$ cat src/rtl/stopwatch_ctrl_p_if.sv
// Stopwatch controller port bundle: button/mode inputs and count/status outputs.
// master = button/mode source, slave = stopwatch_ctrl_p.
interface stopwatch_ctrl_p_if #(
    parameter int unsigned CNT_W = 16
);
    logic             start;
    logic             clear;
    logic             down;
    logic [CNT_W-1:0] preset;
    logic             lap;
    logic [CNT_W-1:0] count;
    logic [CNT_W-1:0] disp;
    logic [1:0]       state;
    logic             tick;
    logic             done;

    modport master (
        output start, clear, down, preset, lap,
        input  count, disp, state, tick, done
    );

    modport slave (
        input  start, clear, down, preset, lap,
        output count, disp, state, tick, done
    );
endinterface

$ cat src/rtl/stopwatch_ctrl_p.sv
// Stopwatch controller: run/pause/clear/done FSM with prescaler and up/down counter.
// Optional display lap-hold enabled by defining STOPWATCH_LAP_EN.
module stopwatch_ctrl_p #(
    parameter int unsigned CNT_W   = 16,
    parameter int unsigned DIV     = 100000,
    parameter int unsigned MAX_CNT = 9999
) (
    input  logic               clk,
    input  logic               rst,
    stopwatch_ctrl_p_if.slave  bus
);
    localparam int unsigned PS_W = (DIV > 1) ? $clog2(DIV) : 1;

    typedef enum logic [1:0] {
        S_IDLE  = 2'b00,
        S_RUN   = 2'b01,
        S_PAUSE = 2'b10,
        S_DONE  = 2'b11
    } state_t;

    state_t           r_state, w_nxt_state;
    logic [CNT_W-1:0] r_count, w_nxt_count;
    logic [CNT_W-1:0] r_disp,  w_nxt_disp;
    logic [PS_W-1:0]  r_ps,    w_nxt_ps;
    logic             r_tick,  w_nxt_tick;
    logic             r_mode,  w_nxt_mode;
    logic             r_done;
    logic             r_start_q;
    logic             w_start_rise;
    logic             w_ps_wrap;
    logic [CNT_W-1:0] w_step;
    logic [CNT_W-1:0] w_reload;
    logic [CNT_W-1:0] w_term;

    // Sampled through reset so a button held across reset release cannot start a run.
    always_ff @(posedge clk) begin
        r_start_q <= bus.start;
    end

    assign w_start_rise = bus.start & ~r_start_q;
    assign w_reload     = bus.down ? bus.preset : CNT_W'(0);
    assign w_ps_wrap    = (r_ps == PS_W'(DIV - 1));
    assign w_step       = r_mode ? (r_count - CNT_W'(1)) : (r_count + CNT_W'(1));
    assign w_term       = r_mode ? CNT_W'(0) : CNT_W'(MAX_CNT);

    always_comb begin
        w_nxt_state = r_state;
        w_nxt_count = r_count;
        w_nxt_ps    = r_ps;
        w_nxt_tick  = 1'b0;
        w_nxt_mode  = r_mode;

        if (bus.clear) begin
            w_nxt_state = S_IDLE;
            w_nxt_count = w_reload;
            w_nxt_ps    = '0;
        end else begin
            unique case (r_state)
                S_IDLE: begin
                    w_nxt_count = w_reload;
                    w_nxt_ps    = '0;
                    if (w_start_rise) begin
                        w_nxt_mode  = bus.down;
                        w_nxt_state = (bus.down && (bus.preset == CNT_W'(0))) ? S_DONE : S_RUN;
                    end
                end
                S_RUN: begin
                    // A tick coinciding with a start edge is applied before pausing.
                    if (w_ps_wrap) begin
                        w_nxt_ps    = '0;
                        w_nxt_tick  = 1'b1;
                        w_nxt_count = w_step;
                        if (w_step == w_term) begin
                            w_nxt_state = S_DONE;
                        end else if (w_start_rise) begin
                            w_nxt_state = S_PAUSE;
                        end
                    end else begin
                        w_nxt_ps = r_ps + PS_W'(1);
                        if (w_start_rise) begin
                            w_nxt_state = S_PAUSE;
                        end
                    end
                end
                S_PAUSE: begin
                    if (w_start_rise) begin
                        w_nxt_state = S_RUN;
                    end
                end
                default: begin
                end
            endcase
        end
    end

`ifdef STOPWATCH_LAP_EN
    logic             r_lap_q;
    logic             r_hold, w_nxt_hold;
    logic [CNT_W-1:0] r_lap,  w_nxt_lap;
    logic             w_lap_rise;

    always_ff @(posedge clk) begin
        r_lap_q <= bus.lap;
    end

    assign w_lap_rise = bus.lap & ~r_lap_q;

    // Lap edge toggles the freeze; setting it snapshots the live count.
    always_comb begin
        w_nxt_hold = r_hold;
        w_nxt_lap  = r_lap;
        if (bus.clear) begin
            w_nxt_hold = 1'b0;
        end else if (w_lap_rise && ((r_state == S_RUN) || (r_state == S_PAUSE))) begin
            w_nxt_hold = ~r_hold;
            if (!r_hold) begin
                w_nxt_lap = r_count;
            end
        end
    end

    always_ff @(posedge clk) begin
        if (rst) begin
            r_hold <= 1'b0;
            r_lap  <= '0;
        end else begin
            r_hold <= w_nxt_hold;
            r_lap  <= w_nxt_lap;
        end
    end

    assign w_nxt_disp = w_nxt_hold ? w_nxt_lap : w_nxt_count;
`else
    assign w_nxt_disp = w_nxt_count;
`endif

    always_ff @(posedge clk) begin
        if (rst) begin
            r_state <= S_IDLE;
            r_count <= '0;
            r_disp  <= '0;
            r_ps    <= '0;
            r_tick  <= 1'b0;
            r_mode  <= 1'b0;
            r_done  <= 1'b0;
        end else begin
            r_state <= w_nxt_state;
            r_count <= w_nxt_count;
            r_disp  <= w_nxt_disp;
            r_ps    <= w_nxt_ps;
            r_tick  <= w_nxt_tick;
            r_mode  <= w_nxt_mode;
            r_done  <= (w_nxt_state == S_DONE);
        end
    end

    assign bus.count = r_count;
    assign bus.disp  = r_disp;
    assign bus.state = r_state;
    assign bus.tick  = r_tick;
    assign bus.done  = r_done;
endmodule
$ cat src/flat_wrapper.sv
// flat-port wrapper written by rule: the top's interface ports become plain ports
module stopwatch_ctrl_p_flat 
#(
    parameter int unsigned CNT_W   = 16,
    parameter int unsigned DIV     = 100000,
    parameter int unsigned MAX_CNT = 9999
)
  (clk, rst, bus_start, bus_clear, bus_down, bus_preset, bus_lap, bus_count, bus_disp, bus_state, bus_tick, bus_done);
  stopwatch_ctrl_p_if #(.CNT_W(CNT_W)) bus_i ();
  input  logic clk;
  input  logic rst;
  input wire logic [$bits(bus_i.start)-1:0] bus_start;
  input wire logic [$bits(bus_i.clear)-1:0] bus_clear;
  input wire logic [$bits(bus_i.down)-1:0] bus_down;
  input wire logic [$bits(bus_i.preset)-1:0] bus_preset;
  input wire logic [$bits(bus_i.lap)-1:0] bus_lap;
  output wire logic [$bits(bus_i.count)-1:0] bus_count;
  output wire logic [$bits(bus_i.disp)-1:0] bus_disp;
  output wire logic [$bits(bus_i.state)-1:0] bus_state;
  output wire logic [$bits(bus_i.tick)-1:0] bus_tick;
  output wire logic [$bits(bus_i.done)-1:0] bus_done;
  assign bus_i.start = bus_start;
  assign bus_i.clear = bus_clear;
  assign bus_i.down = bus_down;
  assign bus_i.preset = bus_preset;
  assign bus_i.lap = bus_lap;
  assign bus_count = bus_i.count;
  assign bus_disp = bus_i.disp;
  assign bus_state = bus_i.state;
  assign bus_tick = bus_i.tick;
  assign bus_done = bus_i.done;
  stopwatch_ctrl_p #(.CNT_W(CNT_W), .DIV(DIV), .MAX_CNT(MAX_CNT)) u_core (.clk(clk), .rst(rst), .bus(bus_i));
endmodule
$ cat config.mk
export PLATFORM = sky130hd
export DESIGN_NAME = stopwatch_ctrl_p_flat
export DESIGN_NICKNAME = d
export VERILOG_FILES = /design/src/rtl/stopwatch_ctrl_p_if.sv /design/src/rtl/stopwatch_ctrl_p.sv /design/src/flat_wrapper.sv
export SDC_FILE = /design/constraint.sdc
export NUM_CORES = 1
export LEC_CHECK = 0
export CAP_MARGIN = 15
export CORE_AREA = 2 2 94 141
export DETAILED_ROUTE_END_ITERATION = 12
export DIE_AREA = 0 0 96 143
export SYNTH_ARGS = -nofsm -noshare
export SYNTH_HDL_FRONTEND = slang
export SYNTH_SLANG_ARGS = --single-unit
$ cat constraint.sdc
create_clock -name clk -period 3 [get_ports clk]
set_input_delay 0.6 -clock clk [delete_from_list [all_inputs] [get_ports clk]]
set_output_delay 0.6 -clock clk [all_outputs]
set_load 0.02 [all_outputs]
==> metrics.cfg <==
[cts]
cts_sinks=39
insertion_delay_ns=0.29
cts_tree=done
cts_setup_buffers=0
htreeDepth=2
clk_pin_slew_ns=0.06
clk_path_buf_depth=2
cts_inserted_buffers=5
cts_resized=0
root_buffer=clkbuf_16
hold_buffers=0

[timing]
rsz0062_at_grt=no
final-hold-violation-count=0
setup_violations=0
worstMarginPinSlew_ns=0.757
fin_skew_ns=0.00266
finalCritPeriodShare_pct=94.7
fmax_mhz=352
min_period_ns=2.84
report.final.slew_viol_count=0
whs_ns=0.494
relSlewSlack_pct=49.5
fin_tns_setup_ns=0

[power]
power_density_nw_per_um2=367
p_clk_share_pct=37.6
p_seq_share_pct=39.1
max-vdd-ir-drop_mv=0.258
power_frac_comb_pct=23.2
p_int_uw=1010
switchingPower_uw=411
finalPower_uw=1420
p_sw_share_pct=29.0
power.leakage_uw=0.00141

[critical_path]
ff2ff_setup_slack_ns=0.16
r2r_cells=9
timing.rr.start=u_core.r_mode
crit_arrival_ns=3.06
worstPathMaxFanout=13
worstReg2RegEnd=u_core.bus.state[1]
critical_path_class=flop to flop
crit_path_top_delay_cell=ha_1
crit_chain=buf_4, ha_1, and2b_1, a221o_1, a2111oi_4, nand4_1, nor4_2, nand4_1, a21oi_1
max_stage_delay_ns=0.41
cp.required_ns=3.22
cp-end-kind=flop
start_kind=flop
crit_path_frequent_cell=nand4_1
crit_start=u_core.r_mode

[routing]
post-route-drc-count=0
wl_met1_mm=3.75
dr_wl_met3_um=202
wl_met2_mm=4.66
dr.pass1.iters=4
via_per_inst=5.26
drt_iter0_drc=193
wl_mm=8.85
ant_nets=0
routedWlPerCell_um=14.8
vias=3153
top_layer=met4

[die]
rows=50
die-area_um2=13700
ios=58
die_h_um=143
die_w_um=96
core_um2=12400
initial_utilization_pct=24.5

[final_layout]
final_cells=599
regArea_um2=781
diodes=0
fin_nets=481
nFillCells=1293
syn2layout_area_growth_pct=26.8
design_area_um2=3860
drive_gt1_share_pct=8.35
multi_input_area_um2=2050

[yosys]
synth_top_area_share_pct=25.6
async_reset_ff_share_pct=0
ys_seq_area_share_pct=25.6
netlist-cell-type-count=61
ys_seq_elements=39
netlist_area_um2=3050
synth_edf_count=0
postSynthCellCount=405
synth-main-ff-cell=dfxtp_1
ys_warn_count=0
avgSynthCellArea_um2=7.53
synthTopCellsByArea=dfxtp_1, nor2_1, ha_1
syn_nets=443
synth_top_area_cell=dfxtp_1

[grt]
grt_overflow=0
grt_pass1_vias=2995
antenna_found_initial=0
grt_pass1_wl_mm=14.5
grtUsageTotal_pct=13.3
grt_max_degree=34

[placement]
dp.cells=592
dp_hpwl_mm=6.95
portBuffers=56
dpl_cell_area_um2=3700
gp_congestion=0.848

[min_path]
min_to=u_core.r_ps[16]
hp-class=flop to flop
min_from=u_core.r_ps[16]
whs_path_depth=2

[run]
cap_violations=0

[status]
status=complete, no violations

power groups by stage:
stage | Clock [µW] | Sequential, µW | Combinational (µW)
2_1_floorplan | 0 | 578 | 193
3_5_place_dp | 0 | 568 | 324
5_1_grt | 571 | 558 | 358
3_3_place_gp | 0 | 567 | 321
6_report | 534 | 555 | 329
4_1_cts | 546 | 556 | 325
placed cells by master, fill, tap and decap left out, drive strengths merged, types with 2 or more instances in the layout:
master,n
mux2i,2
inv,9
o21bai,2
clkdlybuf4s50,56
o311ai,3
dfxtp,39
nor2,52
a211oi,6
o2111ai,2
nand4,8
nor3b,2
or3,3
xor2,6
or2,4
buf,14
o21a,2
a22oi,2
xnor2,3
a221oi,3
o31ai,3
nor4,10
nand2b,5
nand3,26
and3,7
a211o,2
nor3,7
or4b,4
ha,15
clkbuf,6
a311oi,10
nor2b,5
a21oi,32
a21o,9
nand2,23
o211ai,7
a31oi,3
o21ai,28
nand3b,10
critical path, delay by kind of cell (launching register included):
family | cells | cell delay [ns]
buffers and inverters | 1 | 0.20
and+or+nand+nor | 4 | 0.96
DFF | 1 | 0.31
AOI/OAI and AO/OA | 3 | 0.88
adders and majority gates | 1 | 0.41
flip-flops by register name, indices dropped and copies added, names as in the netlist:
register          flops
u_core.bus.count     16
u_core.bus.done       1
u_core.bus.state      2
u_core.bus.tick       1
u_core.r_mode         1
u_core.r_ps          17
u_core.r_start_q      1
final cells by class:
| cell class | count | share of cell area [%] |
|---|---|---|
| Clock buffer | 6 | 3.59 |
| Inverter | 9 | 0.874 |
| Timing Repair Buffer | 70 | 17.2 |
| Tap cell | 156 | 5.05 |
| Sequential cell | 39 | 20.2 |
| Multi-Input combinational cell | 318 | 52.9 |
| Clock inverter | 1 | 0.129 |
synth_stat cells, types with 3 or more instances:
master and number:
a211oi_1 5, a21o_1 9, a21oi_1 32, a221oi_1 3, a311oi_1 10, a31oi_1 3
and3_1 6, buf_2 6, buf_4 16, clkbuf_1 17, dfxtp_1 39, ha_1 15
inv_1 8, nand2_1 22, nand2b_1 5, nand3_1 26, nand3b_1 10, nand4_1 8
nor2_1 52, nor2b_1 5, nor3_1 6, nor4_1 8, o211ai_1 7, o21ai_0 25
o21ai_1 3, o31ai_1 3, or3_1 3, or4b_1 3, xnor2_1 3, xor2_1 6
cell families after synthesis:
logic type | Yosys count | synth area share [%]
DFF | 39 | 25.6
muxes | 2 | 0.657
xor gates and xnor gates | 9 | 2.59
buffers and inverters | 48 | 8.12
and+or+nand+nor | 171 | 29.5
AOI/OAI and AO/OA | 120 | 26.7
adders and majority gates | 16 | 6.81
worst max-delay path by stage:
stage | slack (ns) | end | cells after the start
floorplan | 0.04 | u_core.bus.state[1] | 11
detailed placement | 0.19 | u_core.bus.state[1] | 10
global route | 0.004 | u_core.bus.state[1] | 9
CTS | 0.17 | u_core.bus.state[1] | 10
finish | 0.16 | u_core.bus.state[1] | 9
global placement | 0.25 | u_core.bus.done | 6
routing by layer:
layer / GRT usage (%) / vias to the layer above
li1: - / 1574
met3: 1.32 / 17
met1: 15.6 / 1501
met4: 6.02 / 0
met2: 23.7 / 61
met5: 0 / -
metrics by stage:
step	setup WS [ns]	util, %
4_1_cts	0.173	30.9
3_3_place_gp	0.254	29.7
2_1_floorplan	0.0375	-
5_1_grt	0.00403	31.0
6_report	0.158	31.0
3_5_place_dp	0.192	29.7
No activity file was read; power rests on OpenSTA's default activity.
